[config.mk]
export PLATFORM = sky130hd
export DESIGN_NAME = controlador_partida_flat
export DESIGN_NICKNAME = d
export VERILOG_FILES = /design/src/rtl/controlador_partida_if.sv /design/src/rtl/controlador_partida.sv /design/src/flat_wrapper.sv
export SDC_FILE = /design/constraint.sdc
export NUM_CORES = 1
export LEC_CHECK = 0
export ABC_AREA = 0
export CORE_MARGIN = 1.5
export CORE_UTILIZATION = 49
export CTS_CLUSTER_SIZE = 12
export DETAILED_ROUTE_END_ITERATION = 16
export PLACE_DENSITY = 0.9
export RECOVER_POWER = 100
export SLEW_MARGIN = 0
export SYNTH_ARGS = -nofsm -noshare
export SYNTH_HDL_FRONTEND = slang
export SYNTH_SLANG_ARGS = --single-unit
export TNS_END_PERCENT = 100
[constraint.sdc]
create_clock -name clock_in -period 2.17 [get_ports clock_in]
set_input_delay 0.3255 -clock clock_in [delete_from_list [all_inputs] [get_ports clock_in]]
set_output_delay 0.3255 -clock clock_in [all_outputs]
set_load 0.02 [all_outputs]
[src/rtl/controlador_partida_if.sv]
// Bundles the controlador_partida game-sequencer signals.
//   master : the sequencer (receives mode/confirm/result, drives strobes, enables and status)
//   slave  : the surrounding board logic (decoder, map selector, attack manager, display)
// Optional: LIMITE_TIROS_EN adds the tiros shot counter.
interface controlador_partida_if;
  logic [1:0] modo;
  logic       confirmar;
  logic       coord_valida;
  logic       resultado_valido;
  logic       resultado_acerto;
  logic       resultado_repetido;
  logic       enable_prep;
  logic       enable_ataque;
  logic       gravar_mapa;
  logic       pedido_ataque;
  logic       ligar_matriz;
  logic [2:0] vida;
  logic [3:0] acertos;
  logic [2:0] estado;
  logic       led_r;
  logic       led_g;
  logic       led_b;
`ifdef LIMITE_TIROS_EN
  logic [5:0] tiros;
`endif

  modport master (
    input  modo, confirmar, coord_valida, resultado_valido, resultado_acerto, resultado_repetido,
    output enable_prep, enable_ataque, gravar_mapa, pedido_ataque, ligar_matriz,
    output vida, acertos, estado, led_r, led_g, led_b
`ifdef LIMITE_TIROS_EN
    , output tiros
`endif
  );

  modport slave (
    output modo, confirmar, coord_valida, resultado_valido, resultado_acerto, resultado_repetido,
    input  enable_prep, enable_ataque, gravar_mapa, pedido_ataque, ligar_matriz,
    input  vida, acertos, estado, led_r, led_g, led_b
`ifdef LIMITE_TIROS_EN
    , input tiros
`endif
  );
endinterface

[src/rtl/controlador_partida.sv]
// controlador_partida: battleship game sequencer.
// Runs off -> map preparation -> ready -> attack (request / wait for result) -> victory/defeat,
// tracking lives and hits and driving enables, strobes, LEDs and the display state code.
// Ports:
//   clock_in : game clock (divided clock)
//   reset    : synchronous, active-high
//   bus      : controlador_partida_if.master (mode, confirm, result inputs; all outputs registered)
// Optional: define LIMITE_TIROS_EN to add the tiros counter and the MAX_TIROS shot limit.
module controlador_partida #(
  parameter int unsigned VIDAS         = 3,
  parameter int unsigned CELULAS_NAVIO = 6,
  parameter int unsigned TIMEOUT       = 8
`ifdef LIMITE_TIROS_EN
  , parameter int unsigned MAX_TIROS   = 20
`endif
) (
  input logic                    clock_in,
  input logic                    reset,
  controlador_partida_if.master  bus
);

  localparam int unsigned CntW = $clog2(TIMEOUT);

  typedef enum logic [2:0] {
    StDesligado  = 3'd0,
    StPreparacao = 3'd1,
    StPronto     = 3'd2,
    StEspera     = 3'd3,
    StAguarda    = 3'd4,
    StVitoria    = 3'd5,
    StDerrota    = 3'd6
  } estado_e;

  estado_e           state_q, state_d;
  logic [2:0]        vida_q, vida_d;
  logic [3:0]        acertos_q, acertos_d;
  logic              mapa_ok_q, mapa_ok_d;
  logic [CntW-1:0]   cnt_q, cnt_d;
  logic              gravar_q, gravar_d;
  logic              pedido_q, pedido_d;
  logic              en_prep_q, en_prep_d;
  logic              en_ataque_q, en_ataque_d;
  logic              matriz_q, matriz_d;
  logic              led_r_q, led_r_d;
  logic              led_g_q, led_g_d;
  logic              led_b_q, led_b_d;
  logic              modo_off;
  logic              vitoria;
  logic              derrota;
  logic              limite;
  logic [3:0]        acertos_inc;
  logic [2:0]        vida_dec;
`ifdef LIMITE_TIROS_EN
  logic [5:0]        tiros_q, tiros_d;
`endif

  assign modo_off    = (bus.modo == 2'b00) || (bus.modo == 2'b11);
  assign acertos_inc = (acertos_q < 4'(CELULAS_NAVIO)) ? acertos_q + 4'd1 : acertos_q;
  assign vida_dec    = (vida_q != 3'd0) ? vida_q - 3'd1 : 3'd0;

  always_comb begin
    state_d   = state_q;
    vida_d    = vida_q;
    acertos_d = acertos_q;
    mapa_ok_d = mapa_ok_q;
    cnt_d     = cnt_q;
    gravar_d  = 1'b0;
    pedido_d  = 1'b0;
    vitoria   = 1'b0;
    derrota   = 1'b0;
    limite    = 1'b0;
`ifdef LIMITE_TIROS_EN
    tiros_d   = tiros_q;
    // Counted at request time, so tiros_q already includes the shot being resolved.
    limite    = (tiros_q == 6'(MAX_TIROS));
`endif

    if (modo_off) begin
      // Off wins from any state and drops any outstanding shot silently.
      state_d   = StDesligado;
      vida_d    = 3'(VIDAS);
      acertos_d = 4'd0;
      mapa_ok_d = 1'b0;
      cnt_d     = '0;
`ifdef LIMITE_TIROS_EN
      tiros_d   = 6'd0;
`endif
    end else begin
      unique case (state_q)
        // Both 01 and 10 land in preparation: a map must be latched before attacking.
        StDesligado: state_d = StPreparacao;
        StPreparacao: begin
          if (bus.confirmar) begin
            gravar_d  = 1'b1;
            mapa_ok_d = 1'b1;
            state_d   = StPronto;
          end
        end
        StPronto: begin
          if (bus.modo == 2'b10 && mapa_ok_q) begin
            state_d   = StEspera;
            vida_d    = 3'(VIDAS);
            acertos_d = 4'd0;
`ifdef LIMITE_TIROS_EN
            tiros_d   = 6'd0;
`endif
          end else if (bus.confirmar) begin
            gravar_d = 1'b1;
          end
        end
        StEspera: begin
          if (bus.modo == 2'b01) begin
            state_d   = StPreparacao;
            mapa_ok_d = 1'b0;
          end else if (bus.confirmar && bus.coord_valida) begin
            pedido_d = 1'b1;
            cnt_d    = '0;
            state_d  = StAguarda;
`ifdef LIMITE_TIROS_EN
            tiros_d  = (tiros_q != 6'd63) ? tiros_q + 6'd1 : tiros_q;
`endif
          end
        end
        StAguarda: begin
          if (bus.modo == 2'b01) begin
            state_d   = StPreparacao;
            mapa_ok_d = 1'b0;
          end else if (bus.resultado_valido) begin
            // Result is checked before the timeout so one arriving on the last cycle counts.
            if (!bus.resultado_repetido) begin
              if (bus.resultado_acerto) begin
                acertos_d = acertos_inc;
                vitoria   = (acertos_inc == 4'(CELULAS_NAVIO));
              end else begin
                vida_d  = vida_dec;
                derrota = (vida_dec == 3'd0);
              end
            end
            if (vitoria)                state_d = StVitoria;
            else if (derrota || limite) state_d = StDerrota;
            else                        state_d = StEspera;
          end else if (cnt_q == CntW'(TIMEOUT - 1)) begin
            state_d = StEspera;
          end else begin
            cnt_d = cnt_q + 1'b1;
          end
        end
        StVitoria, StDerrota: begin
          if (bus.modo == 2'b01) begin
            state_d   = StPreparacao;
            mapa_ok_d = 1'b0;
          end
        end
        default: state_d = StDesligado;
      endcase
    end

    en_prep_d   = (state_d == StPreparacao) || (state_d == StPronto);
    en_ataque_d = (state_d == StEspera) || (state_d == StAguarda);
    matriz_d    = en_prep_d || en_ataque_d;
    led_r_d     = (state_d == StVitoria) || (state_d == StDerrota);
    led_g_d     = (state_d == StEspera) || (state_d == StAguarda) || (state_d == StVitoria);
    led_b_d     = (state_d == StPronto) || (state_d == StAguarda) || (state_d == StVitoria);
  end

  always_ff @(posedge clock_in) begin
    if (reset) begin
      state_q     <= StDesligado;
      vida_q      <= 3'(VIDAS);
      acertos_q   <= 4'd0;
      mapa_ok_q   <= 1'b0;
      cnt_q       <= '0;
      gravar_q    <= 1'b0;
      pedido_q    <= 1'b0;
      en_prep_q   <= 1'b0;
      en_ataque_q <= 1'b0;
      matriz_q    <= 1'b0;
      led_r_q     <= 1'b0;
      led_g_q     <= 1'b0;
      led_b_q     <= 1'b0;
`ifdef LIMITE_TIROS_EN
      tiros_q     <= 6'd0;
`endif
    end else begin
      state_q     <= state_d;
      vida_q      <= vida_d;
      acertos_q   <= acertos_d;
      mapa_ok_q   <= mapa_ok_d;
      cnt_q       <= cnt_d;
      gravar_q    <= gravar_d;
      pedido_q    <= pedido_d;
      en_prep_q   <= en_prep_d;
      en_ataque_q <= en_ataque_d;
      matriz_q    <= matriz_d;
      led_r_q     <= led_r_d;
      led_g_q     <= led_g_d;
      led_b_q     <= led_b_d;
`ifdef LIMITE_TIROS_EN
      tiros_q     <= tiros_d;
`endif
    end
  end

  assign bus.enable_prep   = en_prep_q;
  assign bus.enable_ataque = en_ataque_q;
  assign bus.gravar_mapa   = gravar_q;
  assign bus.pedido_ataque = pedido_q;
  assign bus.ligar_matriz  = matriz_q;
  assign bus.vida          = vida_q;
  assign bus.acertos       = acertos_q;
  assign bus.estado        = state_q;
  assign bus.led_r         = led_r_q;
  assign bus.led_g         = led_g_q;
  assign bus.led_b         = led_b_q;
`ifdef LIMITE_TIROS_EN
  assign bus.tiros         = tiros_q;
`endif

endmodule

[src/flat_wrapper.sv]
// flat-port wrapper written by rule: the top's interface ports become plain ports
module controlador_partida_flat 
#(
  parameter int unsigned VIDAS         = 3,
  parameter int unsigned CELULAS_NAVIO = 6,
  parameter int unsigned TIMEOUT       = 8

)
  (clock_in, reset, bus_modo, bus_confirmar, bus_coord_valida, bus_resultado_valido, bus_resultado_acerto, bus_resultado_repetido, bus_enable_prep, bus_enable_ataque, bus_gravar_mapa, bus_pedido_ataque, bus_ligar_matriz, bus_vida, bus_acertos, bus_estado, bus_led_r, bus_led_g, bus_led_b);
  controlador_partida_if bus_i ();
  input logic clock_in;
  input logic reset;
  input wire logic [$bits(bus_i.modo)-1:0] bus_modo;
  input wire logic [$bits(bus_i.confirmar)-1:0] bus_confirmar;
  input wire logic [$bits(bus_i.coord_valida)-1:0] bus_coord_valida;
  input wire logic [$bits(bus_i.resultado_valido)-1:0] bus_resultado_valido;
  input wire logic [$bits(bus_i.resultado_acerto)-1:0] bus_resultado_acerto;
  input wire logic [$bits(bus_i.resultado_repetido)-1:0] bus_resultado_repetido;
  output wire logic [$bits(bus_i.enable_prep)-1:0] bus_enable_prep;
  output wire logic [$bits(bus_i.enable_ataque)-1:0] bus_enable_ataque;
  output wire logic [$bits(bus_i.gravar_mapa)-1:0] bus_gravar_mapa;
  output wire logic [$bits(bus_i.pedido_ataque)-1:0] bus_pedido_ataque;
  output wire logic [$bits(bus_i.ligar_matriz)-1:0] bus_ligar_matriz;
  output wire logic [$bits(bus_i.vida)-1:0] bus_vida;
  output wire logic [$bits(bus_i.acertos)-1:0] bus_acertos;
  output wire logic [$bits(bus_i.estado)-1:0] bus_estado;
  output wire logic [$bits(bus_i.led_r)-1:0] bus_led_r;
  output wire logic [$bits(bus_i.led_g)-1:0] bus_led_g;
  output wire logic [$bits(bus_i.led_b)-1:0] bus_led_b;
  assign bus_i.modo = bus_modo;
  assign bus_i.confirmar = bus_confirmar;
  assign bus_i.coord_valida = bus_coord_valida;
  assign bus_i.resultado_valido = bus_resultado_valido;
  assign bus_i.resultado_acerto = bus_resultado_acerto;
  assign bus_i.resultado_repetido = bus_resultado_repetido;
  assign bus_enable_prep = bus_i.enable_prep;
  assign bus_enable_ataque = bus_i.enable_ataque;
  assign bus_gravar_mapa = bus_i.gravar_mapa;
  assign bus_pedido_ataque = bus_i.pedido_ataque;
  assign bus_ligar_matriz = bus_i.ligar_matriz;
  assign bus_vida = bus_i.vida;
  assign bus_acertos = bus_i.acertos;
  assign bus_estado = bus_i.estado;
  assign bus_led_r = bus_i.led_r;
  assign bus_led_g = bus_i.led_g;
  assign bus_led_b = bus_i.led_b;
  controlador_partida #(.VIDAS(VIDAS), .CELULAS_NAVIO(CELULAS_NAVIO), .TIMEOUT(TIMEOUT)) u_core (.clock_in(clock_in), .reset(reset), .bus(bus_i));
endmodule
== After elaboration in Yosys (flattened, before gate mapping) ==
Index checks and enable logic that the tools add are counted.
Widths: inputs -> output; s select.

* Register bits: 22
* Latch bits: 0
* RAM bits: 0
* Bits in read-only memories: 0
* Bits of input ports: 9
* Output and inout port bits: 18
* Logic and storage cells: 123
* Memories kept: 0

* Add/sub/neg operators: 3
* $mul: 0
* Div/mod/pow operators: 0
* $lt $le $gt $ge: 1
* Equality and inequality tests: 29
* Shift operators: 0
* Multiplexer cells: 51
* Bitwise logic cells: 1
* Reduce and logical (&&, ||, !) cells: 25

{| class="wikitable"
|+ Operators by type and width
! kind !! number
|-
| $mux 3 || 22
|-
| $mux 4 || 6
|-
| $eq 3x3->1 const B || 7
|-
| $ne 2x2->1 const B || 9
|-
| $pmux 3 s6 || 1
|-
| $reduce_and 6->1 || 3
|-
| $mux 1 || 17
|-
| $eq 3x2->1 const B || 4
|-
| $pmux 3 s2 || 2
|-
| $logic_or 1x1->1 || 8
|-
| $pmux 4 s2 || 1
|-
| $reduce_or 4->1 || 2
|-
| $eq 3x1->1 const B || 2
|-
| $logic_not 3->1 || 2
|-
| $ne 2x1->1 const B || 3
|-
| $reduce_bool 2->1 || 3
|-
| $add 4x1->4 const B || 1
|-
| $eq 2x2->1 const B || 2
|-
| $eq 4x3->1 const B || 1
|-
| $lt 4x3->1 const B || 1
|-
| $pmux 1 s2 || 2
|-
| $reduce_or 2->1 || 2
|-
| $add 3x1->3 const B || 1
|-
| $reduce_and 3->1 || 1
|-
| 6 further kinds || 7
|}

== Logic depth before layout (Yosys ltp) ==
Gate-level depths: netlist of run 1.

* Depth in word-level cells: 18
* Mapped depth: 8
* Gate-level depth less buffers: 7

== Least setup slack after synthesis of run 1 ==
No wires, ideal clock.

* Path type: input -> register
* From: input port bus_modo[0]
* To: register u_core.led_r_q, in the netlist u_core.bus.led_r
* Setup time: 0.070 ns
* Data arrival time: 1.911 ns
* Data required time: 2.100 ns
* Setup slack: 0.189 ns
* Stages on the path: 8
* Path buffers: 1
* Path through: inv_1 ha_1 or2_2 clkbuf_1 a31oi_1 inv_1 or4_1 a21oi_1

* Word-level cells in the longest chain between the ends: 7
* Elaborated cells on any way between the ends: 15
* Those cells by class: eq/ne (5); mux (6); reduce/logical (4)

{| class="wikitable"
|+ RTL lines
! what !! RTL line !! RTL
|-
| start: declaration || flat_wrapper.sv:13 || <nowiki>input wire logic [$bits(bus_i.modo)-1:0] bus_modo;</nowiki>
|-
| $eq 2x2->1 || controlador_partida.sv:100 || <nowiki>if (bus.modo == 2'b10 && mapa_ok_q) begin</nowiki>
|-
| $logic_and 1x1->1 || controlador_partida.sv:100 ||
|-
| $mux 3 || controlador_partida.sv:100 ||
|-
| $pmux 3 s6 || controlador_partida.sv:89 || <nowiki>unique case (state_q)</nowiki>
|-
| $mux 3 * || controlador_partida.sv:78 || <nowiki>if (modo_off) begin</nowiki>
|-
| $eq 3x3->1 || controlador_partida.sv:161 || <nowiki>led_r_d = (state_d == StVitoria) || (state_d == StDerrota);</nowiki>
|-
| $logic_or 1x1->1 * || controlador_partida.sv:161 ||
|-
| end signal: assignment || controlador_partida.sv:195 || <nowiki>led_r_q <= led_r_d;</nowiki>
|-
| end: declaration || controlador_partida.sv:44 || <nowiki>logic led_r_q, led_r_d;</nowiki>
|}

Every way passes the cells marked *; elsewhere a longest branch is shown, timed or not.
A chain may end at the register's enable or synchronous reset.

== Final worst setup path of run 1 ==
* From: input port bus_modo[1]
* To: register u_core.acertos_q[2], in the netlist u_core.bus.acertos[2]

* Word-level cells in the longest chain between the ends: 4
* Elaborated cells on any way between the ends: 10
* Those cells by class: eq/ne (5); reduce/logical (5)

{| class="wikitable"
|+ RTL lines
! what !! RTL line !! RTL
|-
| $eq 2x2->1 || controlador_partida.sv:100 ||
|-
| $logic_and 1x1->1 || controlador_partida.sv:100 ||
|-
| $ne 2x1->1 (no line) || - ||
|-
| $reduce_and 6->1 (no line) || - ||
|-
| end signal: assignment || controlador_partida.sv:187 || <nowiki>acertos_q <= acertos_d;</nowiki>
|-
| end: declaration || controlador_partida.sv:36 || <nowiki>logic [3:0] acertos_q, acertos_d;</nowiki>
|}

Parallel ways exist; a longest one is shown, timed or not.

==> results of run 1 <==
## power breakdown
| part | switching, mW | internal, mW | leakage (nW) |
|---|---|---|---|
| logic | 0.0747 | 0.0662 | 0.485 |
| clock network | 0.130 | 0.187 | 0.0279 |
| registers | 0.00634 | 0.413 | 0.179 |
| total | 0.211 | 0.666 | 0.691 |
## area by class of cell
cell class / instances / area, um2 / area share, %
Multi-Input combinational cell: 113 / 764 / 44.6
Sequential cell: 22 / 442 / 25.7
Clock buffer: 3 / 22.5 / 1.31
Tap cell: 28 / 35.0 / 2.04
Inverter: 6 / 22.5 / 1.31
Timing Repair Buffer: 45 / 399 / 23.3
Clock inverter: 1 / 30.0 / 1.75
## what timing repair did
item                                    in CTS  in global routing
endpoints found under the setup margin       2                  6
resized for setup                            1                  7
pin swaps                                    0                  1
## layer usage
metal	part of all wire, %	GRT usage (%)	vias up	wire length, um
met5	0	0	-	0
met3	7.4	4.24	11	268
met4	1.8	11.1	0	65
li1	-	-	632	-
met2	49	48.1	73	1770
met1	42	34.4	605	1510
## registers in the layout, indices dropped and copies added (netlist names), 3 cells and up
signal              cells
u_core.bus.vida         3
u_core.bus.estado       3
u_core.bus.acertos      4
u_core.cnt_q            3
## kinds of logic after synthesis
group / count (synthesis) / share of synthesized area, %
compound gates: 47 / 25.7
fa+ha+maj: 5 / 5.10
xor+xnor: 1 / 0.714
simple gates: 57 / 26.0
mux: 3 / 2.45
buf+inv: 12 / 4.18
flops: 22 / 35.9
## synth_stat cells, types with 3 or more instances
library cell  number
nand2_1           11
a21oi_1           15
clkbuf_1           3
or3_1              3
mux2i_1            3
nand3_1            4
nor2b_1            3
a31oi_1            3
a211o_1            3
o21ai_0            8
dfxtp_1           22
nor3b_1            5
nand2b_1           4
nor3_1             3
nor2_1            11
a21o_1             3
ha_1               5
inv_1              6
## worst reg2reg max path: stages, from the launching register on
cell	delay, ns
dfxtp_2	0.40
or3b_1	0.48
or3_1	0.43
a41o_1	0.26
a211o_1	0.33
o21ai_0	0.08
## final timing paths
| path | from | end | cells after the start |
|---|---|---|---|
| worst min register to register | u_core.cnt_q[2]$_SDFFE_PP0P_ | u_core.cnt_q[2]$_SDFFE_PP0P_ | 2 |
| worst max-delay path | bus_modo[1] | u_core.bus.acertos[2]$_SDFFE_PP0P_ | 8 |
| worst min-delay path | u_core.cnt_q[2]$_SDFFE_PP0P_ | u_core.cnt_q[2]$_SDFFE_PP0P_ | 2 |
| worst max register to register | u_core.bus.estado[0]$_SDFF_PP0_ | u_core.bus.enable_ataque$_SDFF_PP0_ | 5 |
## metrics by stage
| stage | hold WS, ns | cell area, um2 | utilization, % | power [mW] |
|---|---|---|---|---|
| 2_1_floorplan | 0.398 | 1230 | - | 0.491 |
| 3_3_place_gp | 0.459 | 1640 | 71.2 | 0.556 |
| 3_5_place_dp | 0.478 | 1640 | 71.2 | 0.561 |
| 4_1_cts | 0.494 | 1690 | 73.5 | 0.873 |
| 5_1_grt | 0.514 | 1720 | 74.7 | 0.906 |
| 6_report | 0.492 | 1720 | 74.7 | 0.877 |
==> impl_metrics.tcl, run 1 <==
set metrics [dict create \
    ys_types 42 \
    postRouteAntennaNets 0 \
    first_pass_iters 4 \
    ir_worst_vdd_mv 0.357 \
    io_pins 27 \
    area_delta_synth_final_pct 39.8 \
    hold_buffers 0 \
    setup_viol 0 \
    synth_top_area_cell "dfxtp_1" \
    async_flop_share_pct 0 \
    synth_area_per_cell_um2 8.35 \
    die_y_um 53.1 \
    layout_common_cells "dfxtp_1, clkdlybuf4s50_1, buf_4" \
    dieArea_um2 2810 \
    critPathArrivalTime_ns 2.41 \
    critPathSlowestCell "clkdlybuf4s50_1" \
    die_w_um 53.1 \
    drcViolationCount 0 \
    post_cts_buffers 0 \
    fin_tns_setup_ns 0 \
    syn_inst 147 \
    hold_violations 0 \
    first_iter_violations 38 \
    io_buffers 26 \
    critical_path_class "primary input to register" \
    syn_area_um2 1230 \
    status "finished clean" \
    slew_violations 0 \
    grt_pass1_vias 1278 \
    worst_setup_path_end_kind "register" \
    grt_max_degree 14 \
    h-tree-depth 1 \
    tightest_slew_ns 0.431 \
    hold_class "register to register" \
    nNetsFinal 205 \
    relSlewSlack_pct 71.2 \
    antennaDiodeCount 0 \
    drive_gt1_share_pct 16.8 \
    start_util_pct 53.4 \
    yosysWarnings 0 \
    coreArea_um2 2300 \
    wl_per_cell_um 16.6 \
    crit_family "simple AND/OR/NAND/NOR gates" \
    hpwl_um 2560 \
    drv_cap 0 \
    cpPeakStageDelay_ns 0.50 \
    place_ws_ns -0.298 \
    yosysSeqAreaShare_pct 35.9 \
    reg2reg_slack_ns 0.14 \
    synthFlopType "dfxtp_1" \
    cts_tree "built" \
    layout_setup_ws_ns 0.0199 \
    cp_cell_sequence "clkdlybuf4s50_1 > ha_1 > nand2_1 > nor3b_1 > o21ai_0 > buf_4 > nor3b_1 > o221a_2" \
    gp_congestion 0.898 \
    crit_buf_inv 2 \
    finalCriticalPeriod_ns 2.15 \
    clk_pin_slew_worst_paths_ns 0.12 \
    synth_area_leaders "dfxtp_1, a21oi_1, ha_1, nand2_1, nor2_1" \
    syn-num-nets 161 \
    timing.final.crit_share_pct 99.1 \
    cts_sinks 22 \
    overflow 0 \
    n_fill_cell 154 \
    cts-root-buf "clkbuf_4" \
    dr_total_vias 1321 \
    p_leak_nw 0.691 \
    row_count 17 \
    required_ns 2.43 \
    place_inst 214 \
    fin_cells 218 \
    grt_pass1_wl_um 5820 \
    synth_top_cell_area_share_pct 35.9 \
    mostFrequentLayoutCell "dfxtp_1" \
    power_density_nw_per_um2 511 \
    grt_antenna_before_repair 0 \
    cp_common_cell "nor3b_1" \
    synth_edf_count 0 \
    vias_per_cell 6.06 \
    clk_latency_ns 0.31 \
    critical_path.max_fanout 5 \
    cts_buffers 3 \
    grtUsageTotal_pct 27.9 \
    fin_worst_skew_ns 0.00541 \
    clk_path_buf_depth 2 \
    timing.fmax_mhz 465 \
    ys_ff_latch 22 \
    critPathLaunchType "primary input" \
    postRouteWirelength_um 3620 \
]
(Power assumes the default switching activity.)
==> run 2, diff against run 1 <==
--- a/config.mk
+++ b/config.mk
@@ -10,8 +10,10 @@
 export CORE_UTILIZATION = 49
 export CTS_CLUSTER_SIZE = 12
 export DETAILED_ROUTE_END_ITERATION = 16
+export HOLD_SLACK_MARGIN = 0.03
 export PLACE_DENSITY = 0.9
 export RECOVER_POWER = 100
+export REMOVE_ABC_BUFFERS = 1
 export SLEW_MARGIN = 0
 export SYNTH_ARGS = -nofsm -noshare
 export SYNTH_HDL_FRONTEND = slang
==> run 2 against run 1 <==
Against the previous run: count of clock-buffer cells in the layout unchanged; largest cell class unchanged; core utilization shrank 0.60 points; non-clock buffer count is the same; via count up 2.3%; sequential power is 1% lower; highest routed layer unchanged; cell count unchanged; design area down 0.80%; combinational power is essentially flat; clock power hardly changed; die area unchanged; worst setup slack better by 0.044 ns.
==> impl_metrics.tcl, run 2 (synthesized netlist as in run 1, its figures left out) <==
set metrics [dict create \
    coreArea_um2 2300 \
    cts-root-buf "clkbuf_4" \
    drt-met1-wl_um 1400 \
    whs_ns 0.504 \
    critical_path_class "primary input to register" \
    fin_worst_skew_ns 0.00488 \
    cts_tree "built" \
    drive_gt1_share_pct 14.7 \
    clk_path_buf_depth 2 \
    reg2reg_from "u_core.bus.estado[1]$_SDFF_PP0_" \
    ir_worst_vdd_mv 0.430 \
    power_frac_clock_pct 36.2 \
    fin_util_pct 74.1 \
    nNetsFinal 205 \
    largest_reg_flops 4 \
    grtUsageTotal_pct 28.2 \
    status "finished clean" \
    sequentialPowerShare_pct 47.4 \
    rr_endpoint "u_core.bus.enable_prep$_SDFF_PP0_" \
    hold_violations 0 \
    clk_latency_ns 0.32 \
    vias_per_cell 6.20 \
    antennaDiodeCount 0 \
    gp_congestion 0.922 \
    io_buffers 26 \
    io_pins 27 \
    finalCriticalPeriod_ns 2.11 \
    tightest_slew_ns 0.419 \
    cts_sinks 22 \
    required_ns 2.43 \
    grt_pass1_wl_um 5820 \
    timing.final.crit_share_pct 97.1 \
    p_leak_nw 0.698 \
    relSlewSlack_pct 72.1 \
    wl_per_cell_um 16.3 \
    postRouteWirelength_um 3560 \
    hpwl_um 2620 \
    worst_setup_path_end_kind "register" \
    endpoint "u_core.bus.enable_prep$_SDFF_PP0_" \
    reg2reg_slack_ns 0.18 \
    r2r_cells 5 \
    power_density_nw_per_um2 515 \
    first_pass_iters 4 \
    grt_pass1_vias 1308 \
    clk_pin_slew_worst_paths_ns 0.13 \
    n_fill_cell 178 \
    p_int_mw 0.666 \
    maxUsedRoutingLayer "met4" \
    drcViolationCount 0 \
    die_w_um 53.1 \
    grt_max_degree 14 \
    dr_total_vias 1352 \
    timing.fmax_mhz 475 \
    setup_viol 0 \
    first_iter_violations 54 \
    dieArea_um2 2810 \
    drv_cap 0 \
    start_util_pct 53.4 \
    dr_wl_met2_um 1800 \
    met3_length_um 282 \
    area_delta_synth_final_pct 38.6 \
    die_y_um 53.1 \
    crit_start "bus_modo[0]" \
    row_count 17 \
    slew_violations 0 \
    critPathLaunchType "primary input" \
    overflow 0 \
    p_switching_mw 0.210 \
    hold_class "register to register" \
    comb_power_share_pct 16.4 \
    critPathArrivalTime_ns 2.36 \
    critical_path.max_fanout 5 \
    postRouteAntennaNets 0 \
    grt_antenna_before_repair 0 \
    cts_buffers 3 \
    layout_common_cells "dfxtp_1, a21oi_1, dlygate4sd3_1, buf_4" \
    post_cts_buffers 0 \
    switching_share_pct 24.0 \
    h-tree-depth 1 \
    mostFrequentLayoutCell "dfxtp_1" \
]
run 2: changes by cell type in the layout (fill, tap and decap cells not counted), sizes merged:
cell and change:
clkbuf +3, dlygate4sd3 +7, clkdlybuf4s50 -7, buf -3
run 2: critical path: stages:
cell,delay [ns]
clkdlybuf4s50_1,0.49
ha_2,0.24
nor4b_2,0.06
buf_4,0.14
a211oi_2,0.27
a211oi_2,0.11
or4_1,0.56
a21boi_1,0.16
run 2: layout make-up:
type                            instances  area [um2]  area share [%]
Tap cell                               28        35.0            2.06
Multi-Input combinational cell        113         759            44.6
Sequential cell                        22         440            25.9
Timing Repair Buffer                   45         392            23.0
Clock inverter                          1        30.0            1.76
Inverter                                6        22.5            1.32
Clock buffer                            3        22.5            1.32
run 2: how the worst min path moves through the flow:
| stage | from | end | slack, ns | cells after the start |
|---|---|---|---|---|
| after floorplan | reset | u_core.bus.estado[2]$_SDFF_PP0_ | 0.40 | 1 |
| after global placement | u_core.cnt_q[1]$_SDFFE_PP0P_ | u_core.cnt_q[1]$_SDFFE_PP0P_ | 0.46 | 2 |
| after detailed placement | u_core.cnt_q[2]$_SDFFE_PP0P_ | u_core.cnt_q[2]$_SDFFE_PP0P_ | 0.48 | 2 |
| after CTS | u_core.cnt_q[2]$_SDFFE_PP0P_ | u_core.cnt_q[2]$_SDFFE_PP0P_ | 0.50 | 2 |
| after global routing | u_core.cnt_q[1]$_SDFFE_PP0P_ | u_core.cnt_q[1]$_SDFFE_PP0P_ | 0.53 | 2 |
| final | u_core.cnt_q[2]$_SDFFE_PP0P_ | u_core.cnt_q[2]$_SDFFE_PP0P_ | 0.50 | 2 |
run 2: routing by layer:
layer / track usage (%) / up-vias
met5: 0 / -
met2: 50.4 / 87
met4: 12.0 / 0
li1: - / 633
met3: 5.65 / 13
met1: 32.2 / 619
run 2: power groups by stage:
stage | Clock, mW | Sequential (mW) | Combinational, mW
after floorplan | 0 | 0.439 | 0.0491
after global placement | 0 | 0.424 | 0.134
after detailed placement | 0 | 0.424 | 0.140
after CTS | 0.322 | 0.416 | 0.141
after global routing | 0.337 | 0.416 | 0.154
final | 0.317 | 0.415 | 0.144
run 2: per-stage QoR:
stage	cells	power, mW	instance area [um2]	setup TNS, ns	setup WS (ns)
finish	218	0.876	1700	0	0.0634
global route	218	0.908	1700	-0.00285	-0.00285
CTS	218	0.879	1690	0	0.0540
detailed placement	214	0.564	1640	-1.54	-0.274
global placement	214	0.557	1640	-0.949	-0.181
floorplan	141	0.488	1200	0	0.0512
run 2: what timing repair did:
item                                    in CTS  in global routing
hold buffers                                 0                  0
resized for setup                            0                  4
endpoints found under the setup margin       0                  6
==> run 3, diff against run 2 <==
==> constraint.sdc (replaced) <==
create_clock -name clock_in -period 2.17 [get_ports clock_in]
set_input_delay 0.434 -clock clock_in [delete_from_list [all_inputs] [get_ports clock_in]]
set_output_delay 0.434 -clock clock_in [all_outputs]
set_load 0.02 [all_outputs]
==> run 3 against run 2 <==
Against the previous run: count of clock-buffer cells in the layout unchanged; register-to-register slack worse by 0.09 ns; cell count is 1.4% higher; clock skew down 0.0022 ns; routed wire length grew 2.4%; worst hold slack worse by 0.010 ns; maximum frequency rose by 1.3%; non-clock buffer count increased by 3; critical path depth is 3 lower; core utilization increased by 1.0 points.
==> impl_metrics.tcl, run 3 (synthesized netlist as in run 1, its figures left out) <==
set metrics [dict create \
    status "finished clean" \
    whs_ns 0.494 \
    gp_congestion 0.891 \
    power_frac_clock_pct 36.6 \
    grtUsageMet3_pct 6.21 \
    h-tree-depth 1 \
    finalCriticalPeriod_ns 2.08 \
    drv_cap 0 \
    overflow 0 \
    critical_path_class "register to register" \
    coreArea_um2 2300 \
    grt_pass1_vias 1236 \
    nNetsFinal 208 \
    critPathLaunchType "register" \
    power_density_nw_per_um2 516 \
    sequentialPowerShare_pct 46.6 \
    critPathSlowestCell "or3b_1" \
    grt.met1_usage_pct 32.1 \
    worst_setup_path_end_kind "register" \
    critPathArrivalTime_ns 2.34 \
    die_w_um 53.1 \
    layout_common_cells "dfxtp_1, dlygate4sd3_1, buf_4" \
    crit_family "simple AND/OR/NAND/NOR gates" \
    hold_class "register to register" \
    dr_total_vias 1370 \
    crit_buf_inv 0 \
    grt_pass1_wl_um 5620 \
    io_pins 27 \
    start_util_pct 53.4 \
    switching_share_pct 24.9 \
    relSlewSlack_pct 74.2 \
    p_int_mw 0.668 \
    setup_viol 0 \
    p_switching_mw 0.222 \
    die_y_um 53.1 \
    p_leak_nw 0.730 \
    row_count 17 \
    hold_violations 0 \
    top_usage_layer "met2" \
    timing.final.crit_share_pct 95.8 \
    cpPeakStageDelay_ns 0.53 \
    largest_reg_flops 4 \
    clk_latency_ns 0.32 \
    tightest_slew_ns 0.387 \
    fin_util_pct 75.1 \
    postRouteAntennaNets 0 \
    required_ns 2.43 \
    hold_buffers 0 \
    grtUsageTotal_pct 27.4 \
    cts_buffers 3 \
    slew_violations 0 \
    drcViolationCount 0 \
    met2_usage_pct 50.6 \
    cts_sinks 22 \
    antennaDiodeCount 0 \
    postRouteWirelength_um 3650 \
    timing.fmax_mhz 481 \
    comb_power_share_pct 16.7 \
    clk_path_buf_depth 2 \
    ir_worst_vdd_mv 0.509 \
    grt_max_degree 14 \
    first_iter_violations 69 \
    io_buffers 26 \
    clk_pin_slew_worst_paths_ns 0.13 \
    cts_tree "built" \
    cp_cell_sequence "or3b_1 > or3_1 > a41oi_1 > o211ai_1 > a21boi_1" \
    mostFrequentLayoutCell "dfxtp_1" \
    area_delta_synth_final_pct 40.6 \
    hpwl_um 2510 \
    cts-root-buf "clkbuf_4" \
    dieArea_um2 2810 \
    wl_per_cell_um 16.5 \
    drive_gt1_share_pct 16.1 \
    critical_path.max_fanout 8 \
    fin_worst_skew_ns 0.00266 \
    rsz0062_at_grt "no" \
    vias_per_cell 6.20 \
    grt_antenna_before_repair 0 \
    first_pass_iters 4 \
]
==> run 3: layer usage <==
metal | wire [um] | up-vias | share of wire (%)
met5 | 0 | - | 0
met1 | 1430 | 624 | 39
met2 | 1810 | 83 | 50
li1 | - | 638 | -
met3 | 265 | 25 | 7.3
met4 | 139 | 0 | 3.8
==> run 3: worst reg2reg max path: cells and delay by family (launching register included) <==
family | cells | cell delay, ns
DFF | 1 | 0.34
and+or+nand+nor | 2 | 0.98
AOI/OAI and AO/OA | 3 | 0.70
==> run 3: power groups by stage <==
stage | sequential (mW) | combinational, mW | clock, mW
final | 0.415 | 0.149 | 0.326
after global routing | 0.417 | 0.158 | 0.344
after CTS | 0.416 | 0.143 | 0.327
after detailed placement | 0.425 | 0.140 | 0
after global placement | 0.424 | 0.134 | 0
after floorplan | 0.439 | 0.0491 | 0
==> run 3: layout make-up <==
type | count | area, um2
multi-input cells | 113 | 763
fillers | 166 | 572
flip-flops and latches | 22 | 440
repair buffers | 48 | 412
well taps | 28 | 35.0
clock inverters | 1 | 30.0
clock buffers | 3 | 22.5
inverters | 6 | 22.5
==> run 3: worst paths after layout <==
kind | to | slack, ns | start | cells after the start
hold reg to reg | u_core.cnt_q[2]$_SDFFE_PP0P_ | 0.49 | u_core.cnt_q[2]$_SDFFE_PP0P_ | 2
hold / removal | u_core.cnt_q[2]$_SDFFE_PP0P_ | 0.49 | u_core.cnt_q[2]$_SDFFE_PP0P_ | 2
setup / recovery | u_core.bus.enable_prep$_SDFF_PP0_ | 0.09 | u_core.bus.estado[1]$_SDFF_PP0_ | 5
setup reg to reg | u_core.bus.enable_prep$_SDFF_PP0_ | 0.09 | u_core.bus.estado[1]$_SDFF_PP0_ | 5
==> run 3: timing repair <==
| item | 4_1_cts | 5_1_grt |
|---|---|---|
| pin swaps | 0 | 3 |
| setup endpoints to repair | 5 | 9 |
| gates resized for setup | 4 | 5 |
| buffers inserted | 0 | 3 |
==> run 3: stage by stage <==
| stage | std cells | area, um2 | setup WS (ns) | TNS, ns | power (mW) |
|---|---|---|---|---|---|
| final | 221 | 1730 | 0.0911 | 0 | 0.890 |
| after CTS | 218 | 1710 | 0.0210 | 0 | 0.886 |
| after detailed placement | 214 | 1640 | -0.433 | -3.45 | 0.564 |
| after global routing | 221 | 1730 | 0.000155 | 0 | 0.918 |
| after global placement | 214 | 1640 | -0.315 | -2.16 | 0.557 |
| after floorplan | 141 | 1200 | 0.0512 | 0 | 0.488 |
==> variant 1 (settings of run 3) <==
Reset style: asynchronous (`reset`), changed in one clocked block.
--- a/src/rtl/controlador_partida.sv
+++ b/src/rtl/controlador_partida.sv
@@ -164,5 +164,5 @@
   end
 
-  always_ff @(posedge clock_in) begin
+  always_ff @(posedge clock_in or posedge reset) begin
     if (reset) begin
       state_q     <= StDesligado;
Function: differs if reset is asserted again (counterexample within 4 cycles, from zero or initial values and one cycle with reset high); with reset held inactive, the same outputs for 10 cycles.
==> variant 1 against run 3 <==
  * Sequential cell count did not move
  * Total power rose by 8.9%
  * Count of clock-buffer cells in the layout rose by 1
  * Clock skew fell by 0.00068 ns
  * Final area rose by 5.7%
  * Cell count rose by 0.90%
  * Sequential share of layout area rose by 4.8 points
  * Critical path depth rose by 4
  * Clock power fell by 29%
  * Worst setup slack got worse by 0.067 ns
  * First-iteration DRC count fell by 26%
  * Synthesized area rose by 5.6%
  * Routed wire length fell by 16%
  * Sequential power rose by 12%
  * Critical path type is now in -> reg
  * Largest power group unchanged
  * Highest routed layer unchanged
==> variant 1: results (changes against run 3) <==
status=completed; via count of the first global-routing pass=1,155 (-6.6%); share of the yosys chip area belonging to registers=42.7% (+6.8 points); post-synthesis compound-gate area fraction=17.9% (-7.8 points); layout overhead on the synthesized area=40.6% (about the same); total placed instance area=1760 um^2 (+7.7%); Post-Synth XOR/XNOR Area=2.03% (+1.3 points); actual transition at the worst max-transition pin=1.16 ns (+0.774 ns); largest net degree at the start of global routing=23 (+9); VDD IR-drop max=0.000437 V (-14%); asr flop ratio synth=100% (+100 points); Leakage=0.000844 uW (+16%); number of fill cells in the layout=179 (+7.8%); Max Clock Skew=0.00198 ns (-0.000681 ns); slowest cell on the critical path=sky130_fd_sc_hd__or4b_4; leading cell types by total area after synthesis=sky130_fd_sc_hd__dfrtp_1, sky130_fd_sc_hd__ha_1, sky130_fd_sc_hd__o21ai_0, sky130_fd_sc_hd__dfstp_2, sky130_fd_sc_hd__nand2_1; synth cell count leaders=sky130_fd_sc_hd__dfrtp_1, sky130_fd_sc_hd__nand2_1, sky130_fd_sc_hd__nor2_1; final weighted congestion of routability-driven global placement=0.932 (+4.6%); drt initial violations=51 (-26%); internal power of the cells=662 uW (-1.0%); adder-cell share of the synthesized area=4.83% (-0.27 points); first-pass GRT wire length=5.10 mm (-9.2%); fraction of final layout cells with drive strength greater than 1=22.8% (+6.7 points); sum of net half-perimeters after detailed placement=2.28 mm (-9.3%); global router's overall resource usage=23.8% (-3.6 points); post-synthesis cell type count=47 (+12%)
variant 1: cell count changes after synthesis, sizes merged, moves of 4 or more:
cell / run 3 / this run
dfrtp: 0 / 20
dfxtp: 22 / 0
inv: 6 / 10
o21ai: 8 / 13
a21oi: 15 / 7
variant 1: kinds of logic after synthesis:
| kind of cell | count (synthesis) |
|---|---|
| AOI/OAI and AO/OA | 35 |
| and+or+nand+nor | 59 |
| buffers and inverters | 15 |
| DFF | 22 |
| muxes | 3 |
| xor gates and xnor gates | 3 |
| adders and majority gates | 5 |
variant 1: area by class of cell:
type                    instances  share of cell area [%]
well taps                      30                    2.06
multi-input cells             105                    38.8
clock buffers                   4                    1.99
inverters                      10                    2.06
flip-flops and latches         22                    30.3
repair buffers                 52                    24.7
variant 1: through the flow:
stage | setup slack (ns) | cells
finish | 0.0243 | 223
global route | -0.0611 | 223
CTS | 0.0140 | 223
detailed placement | -0.327 | 219
global placement | -0.246 | 219
floorplan | 0.00299 | 137
variant 1: worst paths after layout:
check	start	to	slack, ns	depth (start not counted)
worst max-delay path	bus_modo[1]	u_core.bus.led_b	0.02	9
worst min-delay path	u_core.cnt_q[1]	u_core.cnt_q[1]	0.51	2
worst max register to register	u_core.bus.acertos[0]	u_core.bus.led_b	0.05	7
worst min register to register	u_core.cnt_q[1]	u_core.cnt_q[1]	0.51	2
max in group asynchronous	reset	u_core.mapa_ok_q	0.58	3
min in group asynchronous	reset	u_core.bus.ligar_matriz	0.91	3
variant 1: power by group through the flow:
stage,combinational [uW],sequential [uW],clock (uW)
2_1_floorplan,119,494,0
3_3_place_gp,264,469,0
3_5_place_dp,273,471,0
4_1_cts,278,463,233
5_1_grt,299,469,251
6_report,273,465,232
variant 1: timing repair:
| action | CTS | global route |
|---|---|---|
| endpoints found under the setup margin | 2 | 5 |
| pin swaps | 0 | 0 |
| resized for setup | 1 | 7 |
| setup buffers | 0 | 0 |
variant 1: worst register-to-register path: stages, from the launching register on:
cell	delay (ns)
sky130_fd_sc_hd__dfrtp_1	0.40
sky130_fd_sc_hd__ha_1	0.20
sky130_fd_sc_hd__nor2b_2	0.15
sky130_fd_sc_hd__mux2_1	0.21
sky130_fd_sc_hd__nand4_1	0.14
sky130_fd_sc_hd__a221o_1	0.34
sky130_fd_sc_hd__or4b_4	0.51
sky130_fd_sc_hd__o31ai_2	0.08
variant 1: metal layers:
metal	global-route usage [%]	up-vias	part of all wire, %
met5	0	-	0
met4	9.17	0	2.5
met3	3.55	11	4.2
met2	39.8	51	49
met1	30.9	607	44
li1	-	604	-
==> variant 2 (settings of run 3) <==
Without the edit above. `TIMEOUT` is set to 8 in 2 places; all go to 4.
--- a/src/rtl/controlador_partida.sv
+++ b/src/rtl/controlador_partida.sv
@@ -10,5 +10,5 @@
   parameter int unsigned VIDAS         = 3,
   parameter int unsigned CELULAS_NAVIO = 6,
-  parameter int unsigned TIMEOUT       = 8
+  parameter int unsigned TIMEOUT       = 4
 `ifdef LIMITE_TIROS_EN
   , parameter int unsigned MAX_TIROS   = 20
--- a/src/flat_wrapper.sv
+++ b/src/flat_wrapper.sv
@@ -4,5 +4,5 @@
   parameter int unsigned VIDAS         = 3,
   parameter int unsigned CELULAS_NAVIO = 6,
-  parameter int unsigned TIMEOUT       = 8
+  parameter int unsigned TIMEOUT       = 4
 
 )
Function: changed (Yosys sat finds a counterexample within 10 cycles, from zero or initial values and one cycle with reset high).
==> variant 2 against run 3 <==
  * Global-route usage is 0.42 points higher
  * Total power is 9.7% lower
  * Non-clock buffer count is 8 higher
  * Sequential cell count is 1 lower
  * Routed wire length is 1.2% higher
  * Worst setup slack worse by 0.022 ns
  * Count of clock-buffer cells in the layout stayed put
  * Critical path depth is 3 lower
  * Synthesized area is 2.8% higher
  * Final area is 5.4% higher
  * Cell count is 8.6% higher
  * Clock power is 41% lower
  * Synthesized cell count is 7.5% higher
  * Critical endpoint is now bus_estado[2]
  * Highest routed layer unchanged
==> variant 2: results (changes against run 3) <==
global router's overall resource usage=27.8% (+0.42 points); status=completed; sum of net half-perimeters after detailed placement=2.63 mm (+4.8%); routed wire length=3.69 mm (+1.2%); final weighted congestion of routability-driven global placement=0.982 (+10%); number of fill cells in the layout=177 (+6.6%); Detail Route met3 WL=223 um (-16%); met1 Track Usage GR=31.9% (-0.23 points); Setup Slack @ Placement=-0.559 ns (-0.126 ns); endpoint of the worst register-to-register path=u_core.bus.enable_ataque; start point of the critical path=u_core.bus.estado[2]; Hold EP=u_core.cnt_q[1]; Post-Synth XOR/XNOR Area=2.08% (+1.4 points); depth of the worst register-to-register path=8 (+3); share of the yosys chip area belonging to registers=33.3% (-2.5 points); VDD IR-drop max=0.000436 V (-14%); highest metal used=met4; total routed wire length on the met1 layer=1.48 mm (+3.3%); Leakage=0.000715 uW (-2.1%); nets@finish=226 (+8.7%); termination of the worst setup path=bus_estado[2]; leading cell types by total area after synthesis=sky130_fd_sc_hd__dfxtp_1, sky130_fd_sc_hd__ha_1, sky130_fd_sc_hd__a21oi_1, sky130_fd_sc_hd__nand2b_1, sky130_fd_sc_hd__nor2_1; Worst Hold Slack=0.487 ns (-0.00749 ns); DP Cell Count=236 (+10%); fraction of final layout cells with drive strength greater than 1=20.5% (+4.4 points); wire length on met2=1.84 mm (+1.9%); count of instances resized after the clock tree is built=12 (+8); post-synthesis cell type count=45 (+7.1%); antenna diode instance count=0 (unchanged); launch point of the worst hold path=u_core.cnt_q[1]; first-pass GRT wire length=5.87 mm (+4.4%); drt initial violations=62 (-10%); Crit path arrival time=1.67 ns (-0.67 ns); minimum clock period after layout=2.10 ns (+0.0223 ns); startpoint of the worst register-to-register path=u_core.bus.vida[0]; total placed instance area=1740 um^2 (+6.2%); cell count after synthesis=158 (+7.5%); via count of the first global-routing pass=1,356 (+9.7%); fraction of met2 tracks used by global routing=48.6% (-2.0 points); via total after detailed routing=1,433 (+4.6%); routed wirelength normalized by instance count=15.4 um (-6.8%); post-synthesis compound-gate area fraction=24.2% (-1.5 points); buffer count from post-CTS setup fixing=0 (unchanged); adder-cell share of the synthesized area=5.95% (+0.86 points); synth cell count leaders=sky130_fd_sc_hd__dfxtp_1, sky130_fd_sc_hd__a21oi_1, sky130_fd_sc_hd__nor2_1; grt met3 use=3.89% (-2.3 points); mux share of post-synthesis cell area=1.59% (-0.86 points); actual transition at the worst max-transition pin=0.436 ns (+0.0487 ns)
[variant 2: cell types whose count changed after synthesis, moves of 2 or more]
cell | run 3 | this run
sky130_fd_sc_hd__o21a_1 | 0 | 3
sky130_fd_sc_hd__a211o_1 | 3 | 1
sky130_fd_sc_hd__a211oi_2 | 2 | 0
sky130_fd_sc_hd__nor2_1 | 11 | 13
sky130_fd_sc_hd__buf_2 | 2 | 4
sky130_fd_sc_hd__inv_1 | 6 | 9
sky130_fd_sc_hd__nand3b_1 | 0 | 3
sky130_fd_sc_hd__nor3b_1 | 5 | 3
sky130_fd_sc_hd__nand4b_1 | 2 | 0
sky130_fd_sc_hd__nand2b_1 | 4 | 9
sky130_fd_sc_hd__o21ai_1 | 0 | 2
sky130_fd_sc_hd__a21o_1 | 3 | 1
[variant 2: cell type report]
type / instances / area (um^2) / share of cell area [%]
multi-input cells: 120 / 820 / 45.1
well taps: 30 / 37.5 / 2.06
inverters: 9 / 33.8 / 1.86
flip-flops and latches: 21 / 420 / 23.1
clock buffers: 3 / 22.5 / 1.24
clock inverters: 1 / 5.00 / 0.275
repair buffers: 56 / 479 / 26.4
[variant 2: critical path, cell delays in order (launching register included)]
cell and delay (ns):
sky130_fd_sc_hd__dfxtp_1 0.48, sky130_fd_sc_hd__buf_4 0.20, sky130_fd_sc_hd__dlygate4sd3_1 0.68
[variant 2: power breakdown]
group	internal [uW]	switching, uW	total (uW)	leakage [uW]
Combinational	99.3	102	201	0.000527
Sequential	397	12.1	409	0.000170
Clock	68.8	125	193	0.0000177
[variant 2: kinds of logic after synthesis]
family / count (synthesis)
flops: 21
mux: 2
fa+ha+maj: 6
compound gates: 46
buf+inv: 17
simple gates: 63
xor+xnor: 3
